File: src/rtl/secuenciador_pkg.sv
// secuenciador_pkg: branch/op codes and FSM state encoding for the PC sequencer.
package secuenciador_pkg;
  localparam logic [2:0] BC_BZ   = 3'b000;
  localparam logic [2:0] BC_BN   = 3'b001;
  localparam logic [2:0] BC_BNZ  = 3'b010;
  localparam logic [2:0] BC_BNN  = 3'b011;
  localparam logic [2:0] BC_BRA  = 3'b100;
  localparam logic [2:0] BC_CALL = 3'b101;
  localparam logic [2:0] BC_RET  = 3'b110;
  localparam logic [2:0] BC_HALT = 3'b111;
  typedef enum logic [1:0] {ST_RUN = 2'd0, ST_HALT = 2'd1, ST_FAULT = 2'd2} state_t;
endpackage

File: src/rtl/secuenciador_pc_pila_retorno.sv
// pila_retorno: LIFO return-address stack, combinational top-of-stack read.
//   clk, rst      clock, sync active-high reset (clears sp only)
//   push, pop     mutually exclusive, caller guarantees no push when full / pop when empty
//   din, dout     entry written on push / current top entry
//   sp            occupancy; full, empty status
module pila_retorno #(
  parameter int DEPTH = 4,
  parameter int W = 16
) (
  input  logic                         clk,
  input  logic                         rst,
  input  logic                         push,
  input  logic                         pop,
  input  logic [W-1:0]                 din,
  output logic [W-1:0]                 dout,
  output logic [$clog2(DEPTH+1)-1:0]   sp,
  output logic                         full,
  output logic                         empty
);
  localparam int SW = $clog2(DEPTH + 1);
  localparam int AW = DEPTH > 1 ? $clog2(DEPTH) : 1;
  logic [W-1:0] mem [DEPTH];
  logic [SW-1:0] top;
  assign top = sp - SW'(1);
  assign dout = mem[top[AW-1:0]];
  assign full = sp == SW'(DEPTH);
  assign empty = sp == '0;
  always_ff @(posedge clk)
    if (push) mem[sp[AW-1:0]] <= din;
  always_ff @(posedge clk)
    if (rst) sp <= '0;
    else if (push) sp <= sp + SW'(1);
    else if (pop) sp <= sp - SW'(1);
endmodule

File: src/rtl/secuenciador_pc.sv
// secuenciador_pc: program-counter sequencer with flags, call/return stack, HALT and sticky FAULT.
//   clk, rst        clock, sync active-high reset (beats en)
//   en              advance enable, 0 holds all state
//   pl, jb, bc, ad  decoder controls: transfer, jump-to-busA, op code, signed offset
//   busA            jump / call target
//   N, Z            function-unit flags, registered on every enabled RUN edge
//   resume          leaves HALT
//   pc              instruction address; halted, fault status; sp stack occupancy
module secuenciador_pc
  import secuenciador_pkg::*;
#(
  parameter int PC_W = 16,
  parameter int AD_W = 6,
  parameter int STACK_DEPTH = 4,
  parameter logic [PC_W-1:0] RESET_VEC = '0
) (
  input  logic                              clk,
  input  logic                              rst,
  input  logic                              en,
  input  logic                              pl,
  input  logic                              jb,
  input  logic [2:0]                        bc,
  input  logic [AD_W-1:0]                   ad,
  input  logic [PC_W-1:0]                   busA,
  input  logic                              N,
  input  logic                              Z,
  input  logic                              resume,
  output logic [PC_W-1:0]                   pc,
  output logic                              halted,
  output logic                              fault,
  output logic [$clog2(STACK_DEPTH+1)-1:0]  sp
);
  state_t state, nstate;
  logic nst, zst, take, full, empty, push, pop, cond_op;
  logic [PC_W-1:0] pc_n, inc, tgt, dout;
  assign inc = pc + PC_W'(1);
  assign tgt = pc + {{(PC_W-AD_W){ad[AD_W-1]}}, ad};
  assign cond_op = state == ST_RUN && pl && !jb;
  // Stack ops only on edges that actually commit; overflow/underflow never touch it.
  assign push = en && cond_op && bc == BC_CALL && !full;
  assign pop = en && cond_op && bc == BC_RET && !empty;
  pila_retorno #(.DEPTH(STACK_DEPTH), .W(PC_W)) u_pila (
    .clk(clk), .rst(rst), .push(push), .pop(pop), .din(inc),
    .dout(dout), .sp(sp), .full(full), .empty(empty)
  );
  always_ff @(posedge clk)
    if (rst) state <= ST_RUN;
    else if (en) state <= nstate;
  always_comb begin
    nstate = state;
    if (cond_op)
      nstate = bc == BC_HALT ? ST_HALT :
               (bc == BC_CALL && full) || (bc == BC_RET && empty) ? ST_FAULT : ST_RUN;
    else if (state == ST_HALT && resume)
      nstate = ST_RUN;
  end
  always_comb begin
    halted = state == ST_HALT;
    fault = state == ST_FAULT;
  end
  always_comb begin
    take = bc == BC_BZ ? zst : bc == BC_BN ? nst : bc == BC_BNZ ? !zst : bc == BC_BNN ? !nst : 1'b1;
    pc_n = state == ST_HALT ? (resume ? inc : pc) :
           state == ST_FAULT ? pc :
           !pl ? inc :
           jb ? busA :
           bc == BC_CALL ? (full ? pc : busA) :
           bc == BC_RET ? (empty ? pc : dout) :
           bc == BC_HALT ? pc :
           take ? tgt : inc;
  end
  always_ff @(posedge clk)
    if (rst) begin
      pc <= RESET_VEC;
      nst <= 1'b0;
      zst <= 1'b0;
    end else if (en) begin
      pc <= pc_n;
      if (state == ST_RUN) begin
        nst <= N;
        zst <= Z;
      end
    end
endmodule

File: config.mk
export PLATFORM = sky130hd
export DESIGN_NAME = secuenciador_pc
export DESIGN_NICKNAME = d
export VERILOG_FILES = /design/src/rtl/secuenciador_pkg.sv /design/src/rtl/secuenciador_pc_pila_retorno.sv /design/src/rtl/secuenciador_pc.sv
export SDC_FILE = /design/constraint.sdc
export NUM_CORES = 1
export LEC_CHECK = 0
export ABC_AREA = 1
export ABC_CLOCK_PERIOD_IN_PS = 2900
export BUFFER_PORTS_ARGS = -buffer_cell sky130_fd_sc_hd__clkbuf_2
export CORE_MARGIN = 2
export CORE_UTILIZATION = 25
export DETAILED_ROUTE_END_ITERATION = 10
export SLEW_MARGIN = 10
export SYNTH_ARGS = -nofsm -noshare
export SYNTH_HDL_FRONTEND = slang
export SYNTH_SLANG_ARGS = --single-unit
File: constraint.sdc
create_clock -name clk -period 2.9 [get_ports clk]
set_input_delay 0.435 -clock clk [delete_from_list [all_inputs] [get_ports clk]]
set_output_delay 0.435 -clock clk [all_outputs]
set_load 0.05 [all_outputs]
==> impl_metrics.py, run 1 <==
metrics = {
    "timing": {
        "report.final.slew_viol_count": 0,
        "min_period_ps": 2280,
        "rsz0062_at_grt": "no",
        "max_freq_mhz": 439,
        "slew_headroom_pct": 57.5,
        "tightestPinTransition_ps": 633,
        "finalHoldViolCount": 0,
        "setup_viol": 0,
        "finClkSkew_ps": 5.26,
        "fin_crit_sh_pct": 78.6,
        "setup_tns_ps": 0,
    },
    "setup_path": {
        "arrival_ps": 2300,
        "cpLargestDelayFamily": "simple AND/OR/NAND/NOR gates",
        "rrSetupSlack_ps": 620,
        "path_buf_inv": 3,
        "worst_path_max_delay_cell": "dfxtp_1",
        "slowest_delay_ps": 410,
        "path_depth": 7,
        "cp_max_fo": 14,
        "path_cells": "inv_1, ha_1, ha_1, nor3_2, inv_1, nor2_1, buf_4",
        "end_kind": "flip-flop",
        "critical_path_required_ps": 2920,
        "r2r_cells": 7,
        "path_class": "flip-flop to flip-flop",
        "critPathLaunchType": "flip-flop",
    },
    "floorplanning": {
        "dieWidth_um": 152,
        "die_h_um": 152,
        "pin_count": 54,
        "die_area_um2": 23000,
        "start_util_pct": 25.6,
        "rows": 53,
        "core_um2": 21200,
    },
    "final_layout": {
        "drive_gt1_share_pct": 15.0,
        "layout.nets": 811,
        "areaGrowthSynthToFinish_pct": 18.1,
        "diodes": 0,
        "fin_cells": 1035,
        "design_area_um2": 6420,
    },
    "grt": {
        "globalRoute.totalOverflow": 0,
        "grt_max_degree": 40,
        "grt_pass1_wl_mm": 23.9,
        "grt_use_total_pct": 13.6,
        "grt_pass1_vias": 4377,
        "antenna_found_initial": 0,
    },
    "routing": {
        "ant_nets": 0,
        "drtIter0Drc": 445,
        "drc": 0,
        "wl_per_cell_um": 14.8,
        "drtPass1Iterations": 5,
        "vias": 4731,
        "routed_wl_mm": 15.3,
        "via_per_inst": 4.57,
    },
    "synth": {
        "netlist_instances": 698,
        "synthXorXnorAreaFrac_pct": 2.81,
        "synth_ff_type": "edfxtp_1",
        "ys_ff_latch": 87,
        "ys_async_sr_fraction_pct": 0,
        "syn_nets": 754,
        "synth_top_family_by_area": "simple AND/OR/NAND/NOR gates",
        "synthAdderAreaFrac_pct": 5.43,
        "synth_common_cells": "nand2_1, inv_1, nor2_1",
        "synth_cell_type_count": 43,
        "synth_edf_count": 64,
        "synth_most_common_cell": "nand2_1",
        "ys_top_cells_by_area": "edfxtp_1, nand2_1, dfxtp_1",
        "syn_area_um2": 5440,
        "avgSynthCellArea_um2": 7.79,
        "ys_warn_count": 0,
        "synth_compound_area_share_pct": 13.8,
        "synthSimpleGateAreaFrac_pct": 26.1,
        "ys_seq_area_share_pct": 43.8,
        "synth_mux_area_share_pct": 0,
        "synth_top_area_cell": "edfxtp_1",
        "synth.top_cell.area_share_pct": 35.3,
    },
    "pwr": {
        "powerDensity_nw_per_um2": 546,
        "p_leak_nw": 2.83,
        "ir_drop_uv": 332,
    },
    "clock_network": {
        "cts_root_buf": "clkbuf_16",
        "cts_buffers": 9,
        "clkLatencyLatePin_ps": 330,
        "cts_tree": "yes",
        "cts_max_level": 3,
        "post_cts_resized": 0,
        "clkTransAtPathRegs_ps": 60,
        "clk_path_buf_depth": 2,
        "clock_sinks": 87,
        "postCtsHoldBufs": 0,
        "post_cts_buffers": 0,
    },
    "status": {
        "status": "completed",
    },
    "placement": {
        "gp_congestion": 0.856,
        "dp_hpwl_mm": 11.1,
        "place_area_um2": 6050,
        "port_buffers": 53,
        "dp_cells": 1019,
    },
    "min_path": {
        "min_delay_path_depth": 3,
        "min_path_type": "input pin to flip-flop",
    },
    "job": {
        "drv_cap": 0,
    },
}
-- layer usage --
layer / routed length (µm) / vias up / GRT usage (%) / part of all wire (%)
met5: 0 / - / 0 / 0
met4: 177 / 0 / 3.84 / 1.2
met3: 659 / 15 / 1.38 / 4.3
met2: 7170 / 100 / 22.6 / 47
met1: 7310 / 2173 / 18.8 / 48
li1: - / 2443 / - / -
-- kinds of logic after synthesis --
group,count (synthesis)
xor+xnor,14
flops,87
fa+ha+maj,23
buf+inv,106
compound gates,141
simple gates,327
-- flip-flops by register name, indices dropped and copies added, names as in the netlist --
signal,count
state,2
u_pila.mem,64
zst,1
u_pila.sp,3
nst,1
pc,16
-- power breakdown --
part / internal (W) / total, W / switching (W) / leakage (nW)
logic: 0.000218 / 0.000696 / 0.000478 / 1.88
clock network: 0.000941 / 0.00141 / 0.000465 / 0.180
registers: 0.00137 / 0.00141 / 0.0000320 / 0.773
total: 0.00253 / 0.00351 / 0.000974 / 2.83
-- tightest hold or removal path: stages --
cell      delay, ps
clkbuf_2         70
o21ai_0          70
a21oi_1         110
-- final cells by class --
type	count	area, µm²
Clock inverter	4	97.6
Multi-Input combinational cell	505	2620
Timing Repair Buffer	68	378
Sequential cell	87	2380
Fill cell	2274	14800
Inverter	84	320
Clock buffer	12	278
Tap cell	275	344
-- per-stage QoR --
stage,power (W),worst slack [ps],util (%),hold WS [ps]
floorplan,0.00193,-89.6,-,429
global placement,0.00212,630,28.5,475
detailed placement,0.00212,601,28.5,473
CTS,0.00352,605,30.3,396
global route,0.00366,453,30.3,442
finish,0.00351,620,30.3,396
-- worst paths after layout --
check	from	end
hold / removal	N	nst
setup reg to reg	u_pila.sp[1]	u_pila.mem[2][15]
setup / recovery	u_pila.sp[1]	u_pila.mem[2][15]
hold reg to reg	nst	nst
-- placed cells by master (no fill, tap or decap), types with 4 or more instances in the layout --
cell type,netlist,routed
nand3_1,34,34
nand2_1,183,183
nor3_1,8,8
ha_1,22,22
a21oi_1,57,57
nand2_2,5,5
dfxtp_1,23,23
xor2_1,7,7
inv_1,79,79
nor2_1,68,68
o22ai_1,12,12
edfxtp_1,64,64
clkbuf_2,0,53
o21ai_0,59,59
buf_4,2,15
nand3b_1,5,5
clkbuf_16,0,10
o211ai_1,4,4
or2_2,4,4
nand4_1,4,4
Note: power is estimated with default switching activity, not from simulation.
==> run 2, diff against run 1 <==
ABC_CLOCK_PERIOD_IN_PS = 2200   (was 2900)
clock period = 2.2 ns   (was 2.9 ns; I/O delays follow)
==> run 2 against run 1 <==
  * Sequential share of layout area decreased by 1.1 points
  * Largest power group unchanged
  * Highest routed layer unchanged
  * Critical path type unchanged
  * Power is 23% higher
  * Global-route usage rose by 0.14 points
  * Final cell count grew 2.6%
==> impl_metrics.py, run 2 (synthesized netlist as in run 1, its figures left out) <==
metrics = {
    "status": {
        "status": "completed",
    },
    "timing": {
        "finClkSkew_ps": 10.2,
        "max_freq_mhz": 488,
        "finalHoldViolCount": 0,
        "setup_tns_ps": 0,
        "report.final.slew_viol_count": 0,
        "setup_viol": 0,
        "tightestPinTransition_ps": 500,
        "slew_headroom_pct": 66.6,
        "fin_crit_sh_pct": 93.1,
        "rsz0062_at_grt": "no",
        "min_period_ps": 2050,
    },
    "min_path": {
        "min_path_type": "input pin to flip-flop",
    },
    "setup_path": {
        "critPathLaunchType": "flip-flop",
        "slowest_delay_ps": 400,
        "path_class": "flip-flop to flip-flop",
        "arrival_ps": 2280,
        "worstSetupEndpoint": "pc[6]",
        "r2r_start": "pc[0]",
        "startpoint": "pc[0]",
        "rrSetupSlack_ps": 150,
        "cp_max_fo": 4,
        "worst_path_max_delay_cell": "fa_1",
        "critical_path_required_ps": 2430,
        "end_kind": "flip-flop",
        "path_buf_inv": 0,
        "r2r_end": "pc[6]",
        "cpLargestDelayFamily": "simple AND/OR/NAND/NOR gates",
        "r2r_cells": 13,
        "path_depth": 13,
        "path_cells": "ha_1, fa_1, nand2_1, nand2_1, nand3b_1, nand2_2, or2_2, nand3_1, nand2_1, nand3_1, nand2_1, nand2_1, a21oi_1",
        "critical_path.most_common_cell": "nand2_1",
    },
    "placement": {
        "dp_cells": 1046,
        "dp_hpwl_mm": 11.6,
        "port_buffers": 53,
        "gp_congestion": 0.838,
    },
    "final_layout": {
        "layout_common_cells": "nand2_1, inv_1, nor2_1",
        "largest_reg_flops": 64,
        "fin_cells": 1062,
        "fin_util_pct": 31.3,
        "layout.nets": 838,
        "areaGrowthSynthToFinish_pct": 21.9,
        "final_common_cell": "nand2_1",
        "diodes": 0,
        "drive_gt1_share_pct": 18.9,
    },
    "grt": {
        "grt_pass1_wl_mm": 24.1,
        "grt_use_total_pct": 13.7,
        "globalRoute.totalOverflow": 0,
        "grt_max_degree": 40,
        "grt_pass1_vias": 4412,
        "antenna_found_initial": 0,
    },
    "floorplanning": {
        "die_h_um": 152,
        "dieWidth_um": 152,
        "core_um2": 21200,
        "pin_count": 54,
        "rows": 53,
        "die_area_um2": 23000,
        "start_util_pct": 25.6,
    },
    "clock_network": {
        "post_cts_resized": 0,
        "clkTransAtPathRegs_ps": 70,
        "cts_root_buf": "clkbuf_16",
        "cts_tree": "yes",
        "postCtsHoldBufs": 0,
        "cts_max_level": 3,
        "clock_sinks": 87,
        "post_cts_buffers": 0,
        "cts_buffers": 9,
        "clkLatencyLatePin_ps": 340,
        "clk_path_buf_depth": 2,
    },
    "routing": {
        "drc": 0,
        "drtIter0Drc": 479,
        "drtPass1Iterations": 5,
        "ant_nets": 0,
        "wl_per_cell_um": 14.6,
        "vias": 4893,
        "routed_wl_mm": 15.5,
        "via_per_inst": 4.61,
    },
    "pwr": {
        "p_leak_nw": 2.93,
        "powerDensity_nw_per_um2": 653,
        "finalPower_w": 0.00433,
        "ir_drop_uv": 501,
    },
    "job": {
        "drv_cap": 0,
    },
}
-- run 2: cell types whose count changed in the layout (fill, tap and decap cells not counted), moves of 3 or more --
| cell | change |
|---|---|
| nor2_4 | +3 |
| dfxtp_1 | -3 |
| buf_4 | +23 |
| buf_12 | +4 |
| nor2_1 | -3 |
-- run 2: layout make-up --
cell class	instances	area, µm²
fill	2294	14600
multi-input combinational	505	2660
sequential	87	2390
timing repair buffer	95	631
tap	275	344
inverter	84	324
clock buffer	9	225
clock inverter	7	63.8
-- run 2: worst min path at each step --
stage                     depth (start not counted)            to  slack, ps  from
after global routing                              3           zst        340     Z
final                                             3           zst        300     Z
after CTS                                         3           zst        290     Z
after detailed placement                          2           nst        490   nst
after floorplan                                   1  u_pila.sp[2]        410   rst
after global placement                            2           nst        480   nst
-- run 2: power by group --
part / internal [W] / switching, W
Clock: 0.000869 / 0.000616
Combinational: 0.000343 / 0.000663
Sequential: 0.00181 / 0.0000284
-- run 2: per-stage QoR --
stage | hold WS [ps] | cell area [µm²] | worst slack (ps)
4_1_cts | 291 | 6620 | 140
3_5_place_dp | 489 | 6330 | 13.5
5_1_grt | 336 | 6630 | 6.01
3_3_place_gp | 479 | 6330 | 46.3
6_report | 298 | 6630 | 153
2_1_floorplan | 408 | 5480 | 0.543
-- run 2: tightest hold or removal path: cells and delay by family --
kind | cells | cell delay [ps]
AO/OA/AOI/OAI | 2 | 190
buffers and inverters | 1 | 80
-- run 2: metal layers --
layer	vias to the layer above	share of wire [%]	GRT usage [%]
met3	12	4.6	1.14
met2	132	46	22.8
met4	0	1.5	3.94
met5	-	0	0
li1	2494	-	-
met1	2255	48	19.1
==> run 3, diff against run 2 <==
SETUP_SLACK_MARGIN = 0.5   (was default)
==> run 3 against run 2 <==
  * Global-route usage rose by 0.92 points
  * Flip-flop and latch count did not move
  * Clock-buffer cell count did not move
  * Utilization rose by 4.4 points
  * Clock skew fell by 3.7 ps
  * Clock power rose by 12%
  * Worst setup slack improved by 85 ps
  * First-iteration DRC count rose by 11%
  * Via count rose by 7.9%
  * Critical endpoint unchanged
  * Largest power group unchanged
==> impl_metrics.py, run 3 (synthesized netlist as in run 1, its figures left out) <==
metrics = {
    "status": {
        "status": "completed",
    },
    "timing": {
        "slew_headroom_pct": 64.3,
        "hold_ws_ps": 290,
        "setup_tns_ps": 0,
        "tightestPinTransition_ps": 535,
        "report.final.slew_viol_count": 0,
        "fin_ws_ps": 238,
        "finClkSkew_ps": 6.53,
        "rsz0062_at_grt": "yes",
        "setup_viol": 0,
        "fin_crit_sh_pct": 89.2,
        "min_period_ps": 1960,
        "finalHoldViolCount": 0,
        "max_freq_mhz": 510,
    },
    "routing": {
        "drc": 0,
        "drtPass1Iterations": 5,
        "drtIter0Drc": 530,
        "wl_per_cell_um": 15.5,
        "vias": 5279,
        "via_per_inst": 4.79,
        "ant_nets": 0,
        "routed_wl_mm": 17.1,
    },
    "setup_path": {
        "arrival_ps": 2200,
        "r2r_start": "pc[0]",
        "r2r_end": "pc[6]",
        "r2r_cells": 13,
        "rrSetupSlack_ps": 240,
        "path_class": "flip-flop to flip-flop",
        "critical_path_required_ps": 2430,
        "end_kind": "flip-flop",
        "critPathLaunchType": "flip-flop",
        "cp_max_fo": 4,
    },
    "floorplanning": {
        "rows": 53,
        "dieWidth_um": 152,
        "pin_count": 54,
        "start_util_pct": 25.6,
        "die_h_um": 152,
        "die_area_um2": 23000,
        "core_um2": 21200,
    },
    "pwr": {
        "ir_drop_uv": 406,
        "powerDensity_nw_per_um2": 619,
        "p_leak_nw": 3.26,
        "finalPower_w": 0.00469,
    },
    "clock_network": {
        "clk_path_buf_depth": 2,
        "cts_max_level": 3,
        "postCtsHoldBufs": 0,
        "clkLatencyLatePin_ps": 340,
        "cts_root_buf": "clkbuf_16",
        "cts_buffers": 9,
        "clock_sinks": 87,
        "clkTransAtPathRegs_ps": 60,
        "cts_tree": "yes",
    },
    "min_path": {
        "min_delay_path_depth": 3,
        "holdCritStartpoint": "Z",
        "min_path_type": "input pin to flip-flop",
        "holdPathEnd": "zst",
    },
    "placement": {
        "dpl_worst_slack_ps": 43.4,
        "gp_congestion": 0.861,
        "place_area_um2": 6290,
        "dp_hpwl_mm": 11.5,
        "port_buffers": 53,
    },
    "final_layout": {
        "final_common_cell": "nand2_1",
        "fillers": 2160,
        "largest_reg_flops": 64,
        "layout.nets": 877,
        "layout_common_cells": "nand2_1, inv_1, edfxtp_1",
        "drive_gt1_share_pct": 32.0,
        "diodes": 0,
        "design_area_um2": 7570,
        "areaGrowthSynthToFinish_pct": 39.2,
    },
    "grt": {
        "grt_use_total_pct": 14.6,
        "grt_pass1_vias": 4781,
        "antenna_found_initial": 0,
        "grt_max_degree": 37,
        "globalRoute.totalOverflow": 0,
        "grt_pass1_wl_mm": 26.0,
    },
    "job": {
        "drv_cap": 0,
    },
}
==> run 3: metrics by stage <==
| step | util [%] | std cells |
|---|---|---|
| 3_5_place_dp | 29.6 | 1034 |
| 2_1_floorplan | - | 698 |
| 4_1_cts | 33.9 | 1083 |
| 5_1_grt | 35.7 | 1101 |
| 3_3_place_gp | 29.6 | 1034 |
| 6_report | 35.7 | 1101 |
==> run 3: area by class of cell <==
type                       count  area [µm²]  share of cell area [%]
clock buffer                   9         225                    2.97
clock inverter                 7        96.3                    1.27
inverter                      84         334                    4.41
multi-input combinational    505        3020                    39.9
sequential                    87        2430                    32.0
tap                          275         344                    4.54
timing repair buffer         132        1110                    14.6
timing repair inverter         2        15.0                   0.198
==> run 3: how the worst max path moves through the flow <==
stage | from | to | slack [ps] | depth (start not counted)
global placement | ad[5] | pc[14] | 40 | 15
CTS | pc[0] | pc[14] | 240 | 15
finish | pc[0] | pc[6] | 240 | 13
detailed placement | ad[0] | pc[14] | 40 | 16
floorplan | u_pila.sp[0] | u_pila.mem[0][0] | 170 | 8
global route | pc[0] | pc[14] | 100 | 15
==> run 3: critical path, cell delays in order (launching register included) <==
cell and delay, ps:
dfxtp_4 350, ha_4 170, fa_2 370, nand2_2 100
nand2_2 50, nand3b_1 110, nand2_2 90, or2_2 280
nand3_1 70, nand2_1 50, nand3_1 60, nand2_1 50
nand2_1 50, a21oi_1 50
==> run 3: layer usage <==
| metal | track usage (%) | wire length (µm) | vias up |
|---|---|---|---|
| met2 | 24.7 | 8330 | 157 |
| li1 | - | - | 2579 |
| met3 | 1.41 | 834 | 24 |
| met5 | 0 | 0 | - |
| met1 | 19.6 | 7580 | 2519 |
| met4 | 5.05 | 337 | 0 |
==> run 3: timing repair <==
item | 4_1_cts | 5_1_grt
resized for setup | 63 | 51
setup endpoints to repair | 82 | 104
gates cloned | 5 | 1
buffers inserted | 28 | 17
pin swaps | 20 | 21
==> run 3: power breakdown <==
group	switching, W	total [W]	internal [W]
clock	0.000673	0.00167	0.000997
sequential	0.0000550	0.00187	0.00181
combinational	0.000711	0.00115	0.000436
total	0.00144	0.00469	0.00325
